`config.mk`:
```
export PLATFORM = sky130hd
export DESIGN_NAME = axi_burst_master
export DESIGN_NICKNAME = d
export VERILOG_FILES = /design/src/rtl/axi_burst_master_pkg.sv /design/src/rtl/axi_burst_master.sv
export SDC_FILE = /design/constraint.sdc
export NUM_CORES = 1
export LEC_CHECK = 0
export BUFFER_PORTS_ARGS = -buffer_cell sky130_fd_sc_hd__buf_4
export CORE_AREA = 2 2 119 121
export DETAILED_ROUTE_END_ITERATION = 8
export DIE_AREA = 0 0 121 123
export HOLD_SLACK_MARGIN = 0.03
export PLACE_DENSITY = 0.53
export SLEW_MARGIN = 0
export SYNTH_ARGS = -nofsm -noshare
export SYNTH_HDL_FRONTEND = slang
export SYNTH_SLANG_ARGS = --single-unit
```
`constraint.sdc`:
```
create_clock -name clk -period 4.7 [get_ports clk]
set_input_delay 0.47 -clock clk [delete_from_list [all_inputs] [get_ports clk]]
set_output_delay 0.47 -clock clk [all_outputs]
set_load 0.005 [all_outputs]
```
`src/rtl/axi_burst_master_pkg.sv`:
```
// Shared types and constants for the AXI4 burst master: FSM state encoding and AXI field codes.
package axi_burst_master_pkg;

  typedef enum logic [2:0] {
    IDLE,
    AW,
    W,
    B,
    AR,
    R,
    DONE
  } axi_burst_state_t;

  localparam logic [1:0] AXI_BURST_INCR = 2'b01;
  localparam logic [1:0] AXI_RESP_OKAY  = 2'b00;

  // AXI beat size code: log2 of bytes per beat.
  function automatic logic [2:0] axi_size_of(input int data_width);
    return 3'($clog2(data_width / 8));
  endfunction

endpackage

```
`src/rtl/axi_burst_master.sv`:
```
// AXI4 INCR burst master: one client block request becomes one read or write burst,
// with beats streamed to/from the client and a done/err pulse at the end.
module axi_burst_master
  import axi_burst_master_pkg::*;
#(
  parameter int ADDR_WIDTH = 32,
  parameter int DATA_WIDTH = 32,
  parameter int ID_WIDTH   = 4,
  parameter int AXI_ID     = 0,
  parameter int MAX_BEATS  = 16,
  localparam int LEN_W     = (MAX_BEATS > 1) ? $clog2(MAX_BEATS) : 1,
  localparam int STRB_W    = DATA_WIDTH / 8
) (
  input  logic                  clk,
  input  logic                  rst_n,
  input  logic                  req_valid,
  output logic                  req_ready,
  input  logic                  req_write,
  input  logic [ADDR_WIDTH-1:0] req_addr,
  input  logic [LEN_W-1:0]      req_len,
  input  logic [DATA_WIDTH-1:0] cl_wdata,
  input  logic [STRB_W-1:0]     cl_wstrb,
  input  logic                  cl_wvalid,
  output logic                  cl_wready,
  output logic [DATA_WIDTH-1:0] cl_rdata,
  output logic                  cl_rvalid,
  input  logic                  cl_rready,
  output logic                  done,
  output logic                  err,
  output logic [ID_WIDTH-1:0]   axi_awid,
  output logic [ADDR_WIDTH-1:0] axi_awaddr,
  output logic [7:0]            axi_awlen,
  output logic [2:0]            axi_awsize,
  output logic [1:0]            axi_awburst,
  output logic                  axi_awvalid,
  input  logic                  axi_awready,
  output logic [DATA_WIDTH-1:0] axi_wdata,
  output logic [STRB_W-1:0]     axi_wstrb,
  output logic                  axi_wlast,
  output logic                  axi_wvalid,
  input  logic                  axi_wready,
  input  logic [ID_WIDTH-1:0]   axi_bid,
  input  logic [1:0]            axi_bresp,
  input  logic                  axi_bvalid,
  output logic                  axi_bready,
  output logic [ID_WIDTH-1:0]   axi_arid,
  output logic [ADDR_WIDTH-1:0] axi_araddr,
  output logic [7:0]            axi_arlen,
  output logic [2:0]            axi_arsize,
  output logic [1:0]            axi_arburst,
  output logic                  axi_arvalid,
  input  logic                  axi_arready,
  input  logic [ID_WIDTH-1:0]   axi_rid,
  input  logic [DATA_WIDTH-1:0] axi_rdata,
  input  logic [1:0]            axi_rresp,
  input  logic                  axi_rlast,
  input  logic                  axi_rvalid,
  output logic                  axi_rready
);

  localparam logic [2:0] AXSIZE = axi_size_of(DATA_WIDTH);

  axi_burst_state_t      state_q;
  logic [LEN_W:0]        cnt_q;
  logic                  err_q;
  logic [ADDR_WIDTH-1:0] addr_q;
  logic [LEN_W-1:0]      len_q;

  logic at_last;
  logic w_hs;
  logic r_hs;
  logic unused_ids;

  // Only one ID is ever issued, so returned IDs carry no information.
  assign unused_ids = ^{axi_bid, axi_rid};

  assign at_last = (cnt_q == {1'b0, len_q});
  assign w_hs    = axi_wvalid & axi_wready;
  assign r_hs    = axi_rvalid & axi_rready;

  assign req_ready   = (state_q == IDLE);

  assign axi_awid    = ID_WIDTH'(AXI_ID);
  assign axi_awaddr  = addr_q;
  assign axi_awlen   = 8'(len_q);
  assign axi_awsize  = AXSIZE;
  assign axi_awburst = AXI_BURST_INCR;
  assign axi_awvalid = (state_q == AW);

  assign axi_wdata   = cl_wdata;
  assign axi_wstrb   = cl_wstrb;
  assign axi_wvalid  = (state_q == W) & cl_wvalid;
  assign axi_wlast   = (state_q == W) & at_last;
  assign cl_wready   = (state_q == W) & axi_wready;

  assign axi_bready  = (state_q == B);

  assign axi_arid    = ID_WIDTH'(AXI_ID);
  assign axi_araddr  = addr_q;
  assign axi_arlen   = 8'(len_q);
  assign axi_arsize  = AXSIZE;
  assign axi_arburst = AXI_BURST_INCR;
  assign axi_arvalid = (state_q == AR);

  assign axi_rready  = (state_q == R) & cl_rready;
  assign cl_rvalid   = (state_q == R) & axi_rvalid;
  assign cl_rdata    = axi_rdata;

  assign done        = (state_q == DONE);
  assign err         = (state_q == DONE) & err_q;

  // Request registers hold the burst parameters; they need no reset.
  always_ff @(posedge clk) begin
    if ((state_q == IDLE) && req_valid) begin
      addr_q <= req_addr;
      len_q  <= req_len;
    end
  end

  always_ff @(posedge clk) begin
    if (!rst_n) begin
      state_q <= IDLE;
      cnt_q   <= '0;
      err_q   <= 1'b0;
    end else begin
      case (state_q)
        IDLE: begin
          cnt_q <= '0;
          err_q <= 1'b0;
          if (req_valid) state_q <= req_write ? AW : AR;
        end
        AW: if (axi_awready) state_q <= W;
        W: begin
          if (w_hs) begin
            cnt_q <= cnt_q + 1'b1;
            if (at_last) state_q <= B;
          end
        end
        B: begin
          if (axi_bvalid) begin
            err_q   <= err_q | (axi_bresp != AXI_RESP_OKAY);
            state_q <= DONE;
          end
        end
        AR: if (axi_arready) state_q <= R;
        R: begin
          if (r_hs) begin
            // Saturate so an over-long slave burst cannot wrap back to a valid count.
            if (cnt_q != '1) cnt_q <= cnt_q + 1'b1;
            if ((axi_rresp != AXI_RESP_OKAY) || (axi_rlast != at_last)) err_q <= 1'b1;
            if (axi_rlast) state_q <= DONE;
          end
        end
        DONE: begin
          state_q <= IDLE;
          err_q   <= 1'b0;
        end
        default: state_q <= IDLE;
      endcase
    end
  end

endmodule

```
==> summary.txt, run 1 <==
Yosys warnings = 0
PortBufs = 134
root buf cell = clkbuf_16
vias in the first global route = 1,548
most common cell after layout, fill and taps aside = buf_4
Critical Path Fanout Max = 16
count of pins over their slew limit = 0
Final period util = 47.2%
CTS max path bufs = 2
CP Buf/Inv Count = 2
TritonCTS Buffers = 5
worst hold-check path type = in2reg
clock transition at the registers of the reported paths = 70 ps
Final nets = 416
mux contribution to synthesized area = 1.07%
sequential-to-total area share from yosys stat = 44.9%
average vias per placed instance = 3.55
first-pass GRT wire length = 9490 µm
Net Sw Frac = 29.7%
setup bufs post-CTS = 0
max incr delay on CP = 710 ps
Logic pwr share = 31.9%
H-tree Lvls = 2
hold slack = 351 ps
Setup TNS = 0 ps
Tightest Pin Transition = 911 ps
Synth Area in Adders = 0.891%
Crit. End Element = output port
die width = 121 µm
area fraction in compound gates after synthesis = 5.21%
Rel. slew slack = 39.3%
Leakage = 1.46 nW
Top delay family on crit path = flip-flops
Worst Setup SP = state_q[0]$_SDFFE_PN0P_
Post-Synth XOR/XNOR Area = 2.50%
Area growth syn-to-layout = 17.6%
Post-Route WL = 7170 µm
Pint = 1.09 mW
GPL Wtd Cong = 0.769
final-report hold violation count = 0
clock sinks = 45
initial core utilization = 20.6%
Inst Count DP = 459
Synth Register Bits = 45
pin count of the biggest net entering global routing = 37
Wirelength per Cell = 15.3 µm
commonest cells after routing, fill and taps aside = buf_4, edfxtp_1, conb_1
Avg Inst Size Synth = 11.0 µm²
Die Height = 123 µm
Post-DP HPWL = 5870 µm
RSZ-0062 raised after global routing = no
fmax = 450 MHz
pwr dens = 472 nW/µm²
vias = 1,663
Die Footprint = 14,900 µm²
Crit Path Category = reg2out
GRT overflow = 0
max-cap violation count = 0
Global Route Usage Sum = 8.92%
critical path required time = 4230 ps
share of layout cells above drive strength 1 = 50.9%
CTS tree = built
Fin Clk Skew = 3.33 ps
DRC = 0
CTS hold repair buffers = 0
worst path arrival time = 1750 ps
Post-Syn Area = 2810 µm²
DRT Pass-1 Iters = 4
DR iter-0 viols = 21
min Tclk post-route = 2220 ps
status = finished, final reports clean
post-route antenna net violation count = 0
Net Switching = 0.463 mW
worst r2r src = state_q[0]$_SDFFE_PN0P_
main combinational cell family by area after synthesis = buffers and inverters
crit path cell chain = inv_1 -> and3_1 -> and2_1 -> buf_4
clock power share = 26.2%
# IOs = 305
core area = 13,600 µm²
Hold Crit Start = req_len[0]
# resized after CTS = 0
crit start category = register
Unique masters post-synth = 40
initial antenna violation count = 1
Slowest cell on crit path = dfxtp_1
final cell count without fillers = 468
Seq pwr share = 42.0%
Max IR drop VDD = 274 µV
Cell Rows = 43
Final setup viols = 0
cells after synthesis = 255
Clock Latency Late Sink = 290 ps
Simple-Gate Fraction of Synth Area = 9.27%
[logic make-up after synthesis]
| family | Yosys count |
|---|---|
| flip-flops | 45 |
| XOR/XNOR | 8 |
| AND/OR/NAND/NOR | 42 |
| buffers and inverters | 136 |
| multiplexers | 3 |
| adder cells (fa/ha/maj) | 2 |
| other | 2 |
| AO/OA/AOI/OAI | 17 |
[final timing paths]
check                            endpoint  slack (ps)  depth (start not counted)
setup / recovery                      err        2480                          4
hold / removal         len_q[0]$_DFFE_PP_         350                          1
setup reg to reg  axi_araddr[2]$_DFFE_PP_        2640                          2
hold reg to reg     cnt_q[4]$_SDFFE_PN0P_         560                          2
[synthesized netlist by cell type]
master | number | area share [%]
buf_4 | 130 | 35
edfxtp_1 | 36 | 39
dfxtp_1 | 9 | 6.4
nand2_1 | 6 | 0.80
nor2_1 | 6 | 0.80
and2_1 | 5 | 1.1
a21oi_1 | 4 | 0.71
and3_1 | 4 | 0.89
xnor2_1 | 4 | 1.2
xor2_1 | 4 | 1.2
mux2i_1 | 3 | 1.1
nor2b_1 | 3 | 0.67
nor3_1 | 3 | 0.53
nor3b_1 | 3 | 0.80
a211oi_1 | 2 | 0.53
and4bb_1 | 2 | 0.89
clkbuf_1 | 2 | 0.27
conb_1 | 2 | 0.27
ha_1 | 2 | 0.89
inv_1 | 2 | 0.27
nand4_1 | 2 | 0.45
nor4_1 | 2 | 0.45
o211ai_1 | 2 | 0.53
a2111oi_0 | 1 | 0.31
a21boi_1 | 1 | 0.27
a311oi_2 | 1 | 0.53
a31o_1 | 1 | 0.31
a31oi_1 | 1 | 0.22
buf_2 | 1 | 0.18
buf_6 | 1 | 0.40
nand2b_1 | 1 | 0.22
nand3_1 | 1 | 0.18
nand3b_4 | 1 | 0.71
nor2_2 | 1 | 0.22
nor4b_1 | 1 | 0.31
o211a_1 | 1 | 0.36
o21a_1 | 1 | 0.27
o21ai_0 | 1 | 0.18
o32ai_4 | 1 | 0.98
or2_1 | 1 | 0.22
[state kept, by name, indices dropped and copies added, names as in the netlist]
signal,cells
axi_araddr,32
cnt_q,5
err_q,1
len_q,4
state_q,3
[power by group through the flow]
| stage | sequential, mW | combinational, mW | clock, mW |
|---|---|---|---|
| 4_1_cts | 0.657 | 0.507 | 0.429 |
| 3_3_place_gp | 0.660 | 0.508 | 0 |
| 5_1_grt | 0.670 | 0.549 | 0.444 |
| 2_1_floorplan | 0.622 | 0.369 | 0 |
| 3_5_place_dp | 0.665 | 0.506 | 0 |
| 6_report | 0.654 | 0.496 | 0.408 |
[per-layer routing]
metal | wire length, µm | global-route usage, %
met2 | 3670 | 14.5
met1 | 2390 | 8.98
met5 | 0 | 0
met4 | 224 | 4.87
met3 | 890 | 5.26
[layout make-up]
| type | instances | area, µm² |
|---|---|---|
| Sequential cell | 45 | 1260 |
| Multi-Input combinational cell | 98 | 631 |
| Antenna cell | 1 | 2.50 |
| Tap cell | 180 | 225 |
| Inverter | 2 | 7.51 |
| Fill cell | 1458 | 10300 |
| Clock inverter | 2 | 38.8 |
| Clock buffer | 6 | 129 |
| Timing Repair Buffer | 134 | 1010 |
[stage by stage]
step	setup slack, ps	area [µm²]	power (mW)	utilization [%]
6_report	2480	3300	1.56	24.2
4_1_cts	2470	3300	1.59	24.2
3_3_place_gp	2620	3130	1.17	23.0
3_5_place_dp	2610	3130	1.17	23.0
2_1_floorplan	2520	2900	0.992	-
5_1_grt	2390	3300	1.66	24.2
[worst register-to-register path: cells and delay by family, from the launching register on]
family	cells	cell delay, ps
flops	1	500
simple gates	2	1160
No activity file was read; power rests on OpenSTA's default activity.
==> inputs of run 2 (changes only) <==
Settings changed: PLACE_DENSITY 0.53 to 0.55.
Clock period 4.7 ns to 2 ns, I/O delays scaled along.
==> summary.txt, run 2 (synthesis gave the netlist of run 1 again) <==
Post-DP HPWL = 5910 µm (was 5870 µm)
pin count of the biggest net entering global routing = 37 (unchanged)
worst path arrival time = 1650 ps (was 1750 ps)
average vias per placed instance = 3.65 (was 3.55)
GRT overflow = 0 (unchanged)
Rel. slew slack = 54.9% (was 39.3%)
vias in the first global route = 1,604 (was 1,548)
Tightest Pin Transition = 676 ps (was 911 ps)
initial core utilization = 20.6% (unchanged)
R2R Setup Slk = 150 ps (was 2640 ps)
vias = 1,715 (was 1,663)
worst reg2reg path depth = 7 (was 2)
H-tree Lvls = 2 (unchanged)
TritonCTS Buffers = 5 (unchanged)
WHS Path Cells = 1 (unchanged)
min Tclk post-route = 1850 ps
Crit. End Element = output port (unchanged)
Leakage = 1.48 nW (was 1.46 nW)
Die Height = 123 µm (unchanged)
GPL Wtd Cong = 0.735 (was 0.769)
diode count = 0 (was 1)
DR iter-0 viols = 27 (was 21)
commonest cells after routing, fill and taps aside = buf_4, edfxtp_1, conb_1 (unchanged)
root buf cell = clkbuf_16 (unchanged)
Wirelength per Cell = 15.4 µm (was 15.3 µm)
CTS tree = built (unchanged)
status = finished, final reports clean (unchanged)
first-pass GRT wire length = 9830 µm (was 9490 µm)
fmax = 540 MHz
post-route antenna net violation count = 0 (unchanged)
setup bufs post-CTS = 0 (unchanged)
CTS max path bufs = 2 (unchanged)
core area = 13,600 µm² (unchanged)
Cell Rows = 43 (unchanged)
DRC = 0 (unchanged)
Crit Reg-Reg Endpoint = cnt_q[3]$_SDFFE_PN0P_ (was axi_araddr[2]$_DFFE_PP_)
Fin Clk Skew = 5.51 ps (was 3.33 ps)
Setup TNS = 0 ps (unchanged)
worst hold-check path type = in2reg (unchanged)
Endpoint, Worst Hold = len_q[1]$_DFFE_PP_ (was len_q[0]$_DFFE_PP_)
Crit Path Category = reg2out (unchanged)
Pwr Total = 3.72 mW (was 1.56 mW)
Inst Count DP = 462 (was 459)
pwr dens = 1110 nW/µm² (was 472 nW/µm²)
DRT Pass-1 Iters = 4 (unchanged)
worst r2r src = cnt_q[0]$_SDFFE_PN0P_ (was state_q[0]$_SDFFE_PN0P_)
Max IR drop VDD = 700 µV (was 274 µV)
clock transition at the registers of the reported paths = 70 ps (about the same)
max reg flops = 32 (unchanged)
FILL cells = 1,460 (was 1,458)
critical path required time = 1800 ps (was 4230 ps)
# IOs = 305 (unchanged)
Clock Latency Late Sink = 290 ps (about the same)
Final nets = 419 (was 416)
Post-Route WL = 7230 µm (was 7170 µm)
final-report hold violation count = 0 (unchanged)
die width = 121 µm (unchanged)
final cell count without fillers = 470 (was 468)
PortBufs = 134 (unchanged)
share of layout cells above drive strength 1 = 52.1% (was 50.9%)
Die Footprint = 14,900 µm² (unchanged)
most common cell after layout, fill and taps aside = buf_4 (unchanged)
initial antenna violation count = 0 (was 1)
clock sinks = 45 (unchanged)
Global Route Usage Sum = 8.95% (was 8.92%)
Final period util = 92.6%
RSZ-0062 raised after global routing = no (unchanged)
Area growth syn-to-layout = 19.0% (was 17.6%)
count of pins over their slew limit = 0 (unchanged)
Critical Path Fanout Max = 3 (was 16)
Multi-input gate area = 637 µm² (was 631 µm²)
max-cap violation count = 0 (unchanged)
crit start category = register (unchanged)
Hold Crit Start = req_len[1] (was req_len[0])
Final setup viols = 0 (unchanged)
Reg area = 1260 µm² (about the same)
==> run 2: cell types whose count changed in the layout (fill, tap and decap cells not counted), sizes merged <==
cell,change
buf,+3
diode,-1
==> run 2: report_power, final <==
| group | switching, mW | internal, mW | total (mW) |
|---|---|---|---|
| combinational | 0.511 | 0.728 | 1.24 |
| clock | 0.368 | 0.593 | 0.961 |
| sequential | 0.221 | 1.29 | 1.51 |
| total | 1.10 | 2.62 | 3.72 |
==> run 2: layout make-up <==
| class | count | share of cell area, % |
|---|---|---|
| sequential | 45 | 37.8 |
| timing repair buffer | 137 | 31.2 |
| multi-input combinational | 98 | 19.1 |
| tap | 180 | 6.74 |
| clock buffer | 6 | 3.86 |
| clock inverter | 2 | 1.16 |
| inverter | 2 | 0.225 |
==> run 2: worst max-delay path by stage <==
stage	startpoint	endpoint	slack, ps
after floorplan	state_q[2]$_SDFFE_PN0P_	axi_araddr[0]$_DFFE_PP_	190
after global placement	cnt_q[0]$_SDFFE_PN0P_	cnt_q[3]$_SDFFE_PN0P_	170
after detailed placement	cnt_q[0]$_SDFFE_PN0P_	cnt_q[3]$_SDFFE_PN0P_	150
after CTS	len_q[2]$_DFFE_PP_	axi_wlast	100
after global routing	len_q[2]$_DFFE_PP_	axi_wlast	6
final	len_q[2]$_DFFE_PP_	axi_wlast	150
==> run 2: per-stage QoR <==
| stage | util, % | worst slack (ps) | instance area (µm²) | hold slack [ps] |
|---|---|---|---|---|
| after CTS | 24.5 | 96.5 | 3330 | 70.9 |
| after global routing | 24.5 | 5.63 | 3340 | 69.1 |
| after floorplan | - | 187 | 2900 | 299 |
| after global placement | 23.3 | 172 | 3170 | 379 |
| final | 24.5 | 147 | 3340 | 84.0 |
| after detailed placement | 23.3 | 149 | 3170 | 379 |
==> run 2: critical path, stage by stage (launching register included) <==
cell and delay, ps:
edfxtp_1 430, xor2_1 160, nor2_1 80, nand4_1 250, nor4b_2 280, buf_4 150
==> run 2: metal layers <==
layer	vias to the layer above	share of wire (%)	GRT usage, %
met4	0	1.7	3.20
met1	803	34	9.90
met5	-	0	0
met2	128	55	15.9
met3	12	9.7	3.18
li1	772	-	-
==> run 2: timing repair <==
action                                  in CTS  in global routing
resized for setup                            0                  2
endpoints found under the setup margin       0                  2
hold buffers                                 0                  0
